<file path="config.mk">
export PLATFORM = sky130hd
export DESIGN_NAME = if_fetch
export DESIGN_NICKNAME = d
export VERILOG_FILES = /design/src/rtl/if_fetch.sv
export SDC_FILE = /design/constraint.sdc
export NUM_CORES = 1
export LEC_CHECK = 0
export ABC_AREA = 1
export BUFFER_PORTS_ARGS = -buffer_cell sky130_fd_sc_hd__clkbuf_2
export CAP_MARGIN = 10
export CORE_MARGIN = 2
export CORE_UTILIZATION = 30
export CTS_BUF_LIST = sky130_fd_sc_hd__clkbuf_4 sky130_fd_sc_hd__clkbuf_8
export DETAILED_ROUTE_END_ITERATION = 8
export HOLD_SLACK_MARGIN = 0.02
export PLACE_DENSITY_LB_ADDON = 0.12
export SYNTH_ARGS = -nofsm -noshare
export SYNTH_HDL_FRONTEND = slang
export SYNTH_SLANG_ARGS = --single-unit
export TNS_END_PERCENT = 100
</file>
<file path="constraint.sdc">
create_clock -name clk -period 11 [get_ports clk]
set_input_delay 2.2 -clock clk [delete_from_list [all_inputs] [get_ports clk]]
set_output_delay 2.2 -clock clk [all_outputs]
set_load 0.02 [all_outputs]
</file>
<file path="src/rtl/if_fetch.sv">
// Instruction-fetch stage: PC generation, imem request/response tracking, {pc, instr} buffer to IF/ID.
// Optional macro IF_MISALIGN_CHECK_EN: misaligned redirect targets raise a sticky flag and halt fetch.
module if_fetch #(
  parameter logic [31:0] RESET_PC        = 32'h0000_0000,
  parameter int          BUF_DEPTH       = 2,
  parameter int          MAX_OUTSTANDING = 2
) (
  input  logic        clk,
  input  logic        rst_n,
  output logic        imem_req_valid,
  input  logic        imem_req_ready,
  output logic [31:0] imem_req_addr,
  input  logic        imem_rsp_valid,
  input  logic [31:0] imem_rsp_data,
  input  logic        redirect_valid,
  input  logic [31:0] redirect_pc,
  output logic        if_valid,
  input  logic        if_ready,
  output logic [31:0] PC_IF,
  output logic [31:0] instr_IF,
  output logic        fetch_misaligned
);

  localparam int AW  = $clog2(BUF_DEPTH);
  localparam int CW  = AW + 1;
  localparam int CW1 = CW + 1;
  localparam logic [CW-1:0]  C1      = CW'(1);
  localparam logic [AW-1:0]  P1      = AW'(1);
  localparam logic [CW-1:0]  MAX_C   = CW'(MAX_OUTSTANDING);
  localparam logic [CW1-1:0] DEPTH_C = CW1'(BUF_DEPTH);
  localparam logic [31:0]    NOP     = 32'h0000_0013;

  function automatic logic [31:0] next_pc(input logic [31:0] pc);
    return pc + 32'd4;
  endfunction

  logic [31:0]   fetch_pc;
  logic [CW-1:0] inflight;
  logic [CW-1:0] drop_cnt;
  logic [CW-1:0] buf_cnt;
  logic [CW-1:0] live;
  logic [AW-1:0] pq_wr, pq_rd, buf_wr, buf_rd;
  logic [31:0]   pq_pc   [BUF_DEPTH];
  logic [31:0]   buf_pc  [BUF_DEPTH];
  logic [31:0]   buf_ins [BUF_DEPTH];
  logic          misaligned;
  logic          req_fire, drop_now, rsp_keep, pop;
  logic [31:0]   redirect_tgt;
  logic          redirect_bad;

`ifdef IF_MISALIGN_CHECK_EN
  assign redirect_bad = redirect_pc[1:0] != 2'b00;
  assign redirect_tgt = redirect_pc;
`else
  assign redirect_bad = 1'b0;
  assign redirect_tgt = redirect_pc & 32'hFFFF_FFFC;
`endif

  // Live requests plus buffered entries never exceed the buffer, so every live response has a slot.
  assign live           = inflight - drop_cnt;
  assign imem_req_valid = rst_n && !redirect_valid && !misaligned && (inflight < MAX_C)
                          && (({1'b0, live} + {1'b0, buf_cnt}) < DEPTH_C);
  assign imem_req_addr  = fetch_pc;
  assign req_fire       = imem_req_valid && imem_req_ready;
  assign drop_now       = imem_rsp_valid && (drop_cnt != '0);
  assign rsp_keep       = imem_rsp_valid && (drop_cnt == '0) && !redirect_valid;

  assign if_valid         = buf_cnt != '0;
  assign pop              = if_valid && if_ready && !redirect_valid;
  assign PC_IF            = if_valid ? buf_pc[buf_rd]  : '0;
  assign instr_IF         = if_valid ? buf_ins[buf_rd] : NOP;
  assign fetch_misaligned = misaligned;

  always_ff @(posedge clk or negedge rst_n) begin
    if (!rst_n) begin
      fetch_pc   <= RESET_PC;
      inflight   <= '0;
      drop_cnt   <= '0;
      buf_cnt    <= '0;
      pq_wr      <= '0;
      pq_rd      <= '0;
      buf_wr     <= '0;
      buf_rd     <= '0;
      misaligned <= 1'b0;
    end else begin
      inflight <= inflight + (req_fire ? C1 : '0) - (imem_rsp_valid ? C1 : '0);
      if (redirect_valid) begin
        // Everything still outstanding (minus a response landing now) is stale.
        fetch_pc   <= redirect_tgt;
        drop_cnt   <= inflight - (imem_rsp_valid ? C1 : '0);
        buf_cnt    <= '0;
        pq_wr      <= '0;
        pq_rd      <= '0;
        buf_wr     <= '0;
        buf_rd     <= '0;
        misaligned <= redirect_bad;
      end else begin
        if (req_fire) begin
          fetch_pc <= next_pc(fetch_pc);
          pq_wr    <= pq_wr + P1;
        end
        if (drop_now) drop_cnt <= drop_cnt - C1;
        if (rsp_keep) begin
          pq_rd  <= pq_rd + P1;
          buf_wr <= buf_wr + P1;
        end
        if (pop) buf_rd <= buf_rd + P1;
        buf_cnt <= buf_cnt + (rsp_keep ? C1 : '0) - (pop ? C1 : '0);
      end
    end
  end

  always_ff @(posedge clk) begin
    if (req_fire) pq_pc[pq_wr] <= fetch_pc;
    if (rsp_keep) begin
      buf_pc[buf_wr]  <= pq_pc[pq_rd];
      buf_ins[buf_wr] <= imem_rsp_data;
    end
  end

endmodule

</file>
==> results.tsv <==
stage	metric	value	unit
status	outcome	finished clean	
route	detail-route-antenna-nets	0	
worst_setup_path	crit_slowest_cell	buf_4	
clock_tree	root_buffer	clkbuf_8	
grt	grt_pass1_wl	36.0	mm
worst_setup_path	slowest_delay	0.46	ns
clock_tree	clk_latency	0.54	ns
worst_setup_path	crit_top_cell	clkbuf_2	
sta	fin_tns_setup	0	ns
worst_setup_path	critPathMaxFanout	41	
power_and_ir_drop	finalPower	2.36	mW
sta	fin_crit	5.57	ns
route	vias_per_cell	4.45	
clock_tree	cts_buffer_depth	3	
worst_setup_path	worstPathArrival	3.37	ns
grt	gr-total-overflow	0	
route	via_count	6541	
grt	track_usage	13.9	%
worst_setup_path	crit_buf_inv	3	
route	route.met2.wl	10.0	mm
grt	grt_pass1_vias	6346	
worst_setup_path	crit_required	8.80	ns
placement	place_area	10900	sq um
floorplan	die_h	184	microns
clock_tree	cts_tree	yes	
floorplan	io_pins	169	
worst_setup_path	path_delay_family	buffers and inverters	
route	drcViolationCount	0	
sta	hold_violations	0	
clock_tree	cts.repair.resized	0	
synth	yosysUniqueCellTypes	33	
placement	dp_hpwl	14.3	mm
power_and_ir_drop	p_leak	4.69	nW
clock_tree	cts_setup_buffers	0	
synth	syn_inst	864	
clock_tree	clock_sinks	224	
sta	rsz0062_at_grt	false	
sta	skew	0.0318	ns
finish	diodes	0	
floorplan	die_area	33700	sq um
finish	final_net_count	1120	
sta	hold_ws	0.511	ns
floorplan	start_util	30.6	%
synth	seq_area_frac_synth	67.5	%
run	cap_viol_max_count	0	
worst_hold_path	worstHoldPathType	reg -> reg	
route	dr.max_layer_used	met4	
route	finalWirelength	23.4	mm
placement	numPortBuffers	161	
sta	max_slew_margin	39.2	%
synth	synth_warnings	0	
clock_tree	holdBufCountCts	0	
finish	multi_input_area	2780	sq um
sta	fmax	180	MHz
route	route.met3.wl	1.38	mm
worst_setup_path	startpoint_type	input port	
finish	area_delta_synth_final	20.3	%
finish	final_area	11600	sq um
synth	synth_area_per_cell	11.2	sq um
grt	grt_max_degree	65	
sta	setup_viol	0	
placement	gp_congestion	0.778	
sta	period_share	50.6	%
clock_tree	htreeDepth	2	
route	drt_iter0_drc	335	
finish	drive_gt1_share	27.2	%
route	wl_per_cell	15.9	microns
synth	syn_area	9680	sq um
grt	antenna_found_initial	0	
floorplan	die_w	184	microns
worst_setup_path	endpoint_kind	output pin	
power_and_ir_drop	power.density	203	nW/um^2
worst_setup_path	critPathKind	in -> out	
route	drt-met1-wl	11.3	mm
floorplan	row_count	65	
clock_tree	numCtsBuffers	41	
synth	ys_seq_elements	224	
finish	num-fill-cells	3151	
clock_tree	clkSlewWorstSetupHoldPaths	0.05	ns
sta	worst_slew_pin_slew	0.912	ns
floorplan	core-area	31600	sq um
power_and_ir_drop	ir_worst_vdd	0.103	mV
worst_setup_path	crit_chain	clkbuf_2 > buf_4 > nand3_1 > nor3_4 > clkbuf_2	
finish	seqCellArea	6530	sq um
sta	drv_slew	0	
route	first_pass_iters	5	
-- through the flow --
stage / instances / util [%] / setup WS [ns]
2_1_floorplan: 868 / - / 5.33
3_3_place_gp: 1400 / 34.4 / 5.37
3_5_place_dp: 1400 / 34.4 / 5.37
4_1_cts: 1469 / 36.8 / 5.36
5_1_grt: 1469 / 36.8 / 5.30
6_report: 1469 / 36.8 / 5.43
-- registers in the layout (all words and copies together), names as in the netlist --
register,flops
pq_rd,1
buf_pc,60
buf_ins,64
buf_wr,1
buf_cnt,2
pq_wr,1
buf_rd,1
imem_req_addr,30
pq_pc,60
inflight,2
drop_cnt,2
-- where the power goes --
group,total (mW),switching (mW),internal [mW]
sequential,1.10,0.0798,1.02
combinational,0.522,0.353,0.169
clock,0.734,0.323,0.411
total,2.36,0.756,1.60
-- placed cells by master, fill, tap and decap left out, drive strengths merged, types with 9 or more instances in the layout --
cell	count
nand2	283
clkbuf	222
edfxtp	184
nand3	81
a21oi	63
inv	45
nor2	45
dfrtp	40
mux2	30
clkinv	14
buf	10
o21bai	9
-- cell usage after synthesis (all sizes together) --
| cell type | number | area share [%] |
|---|---|---|
| nor2 | 45 | 2.2 |
| xnor2 | 8 | 0.72 |
| nand2 | 283 | 11 |
| mux2 | 30 | 3.5 |
| or2 | 1 | 0.065 |
| inv | 45 | 1.7 |
| buf | 24 | 1.6 |
| and2 | 2 | 0.13 |
| conb | 1 | 0.039 |
| a21oi | 63 | 3.3 |
| dfrtp | 40 | 10 |
| o211ai | 1 | 0.078 |
| o21bai | 9 | 0.70 |
| ha | 8 | 1.0 |
| o21ai | 6 | 0.31 |
| clkinv | 8 | 0.31 |
| nand3 | 81 | 4.2 |
| clkbuf | 17 | 0.66 |
| fa | 1 | 0.21 |
| xor2 | 5 | 0.45 |
| edfxtp | 184 | 57 |
| nor3 | 2 | 0.22 |
-- per-layer routing --
| metal | vias to the layer above | global-route usage (%) |
|---|---|---|
| met2 | 187 | 21.2 |
| met4 | 0 | 4.80 |
| li1 | 3273 | - |
| met3 | 51 | 2.81 |
| met1 | 3030 | 19.7 |
| met5 | - | 0 |
-- logic make-up after synthesis --
family | after synthesis | share of synthesized area, %
simple gates | 414 | 18.0
flops | 224 | 67.5
buf+inv | 94 | 4.28
compound gates | 79 | 4.34
mux | 30 | 3.49
xor+xnor | 13 | 1.18
fa+ha+maj | 9 | 1.24
other cells | 1 | 0.0388
-- final cells by class --
cell class	instances	share of cell area, %
clock buffer	61	6.14
clock inverter	8	0.344
inverter	53	1.71
multi-input combinational	550	23.9
sequential	224	56.1
tap	402	4.32
timing repair buffer	171	7.57
-- final timing paths --
check | from | endpoint | slack (ns) | cells past startpoint
min in group asynchronous | rst_n | imem_req_addr[13]$_DFFE_PN0P_ | 1.76 | 2
max | rst_n | imem_req_valid | 5.43 | 5
min | inflight[0]$_DFF_PN0_ | inflight[0]$_DFF_PN0_ | 0.51 | 1
max reg2reg | inflight[0]$_DFF_PN0_ | pq_pc[0][16]$_DFFE_PP_ | 7.80 | 10
min reg2reg | inflight[0]$_DFF_PN0_ | inflight[0]$_DFF_PN0_ | 0.51 | 1
max in group asynchronous | rst_n | buf_rd$_DFFE_PN0P_ | 8.82 | 2
No activity file was read; power rests on OpenSTA's default activity.
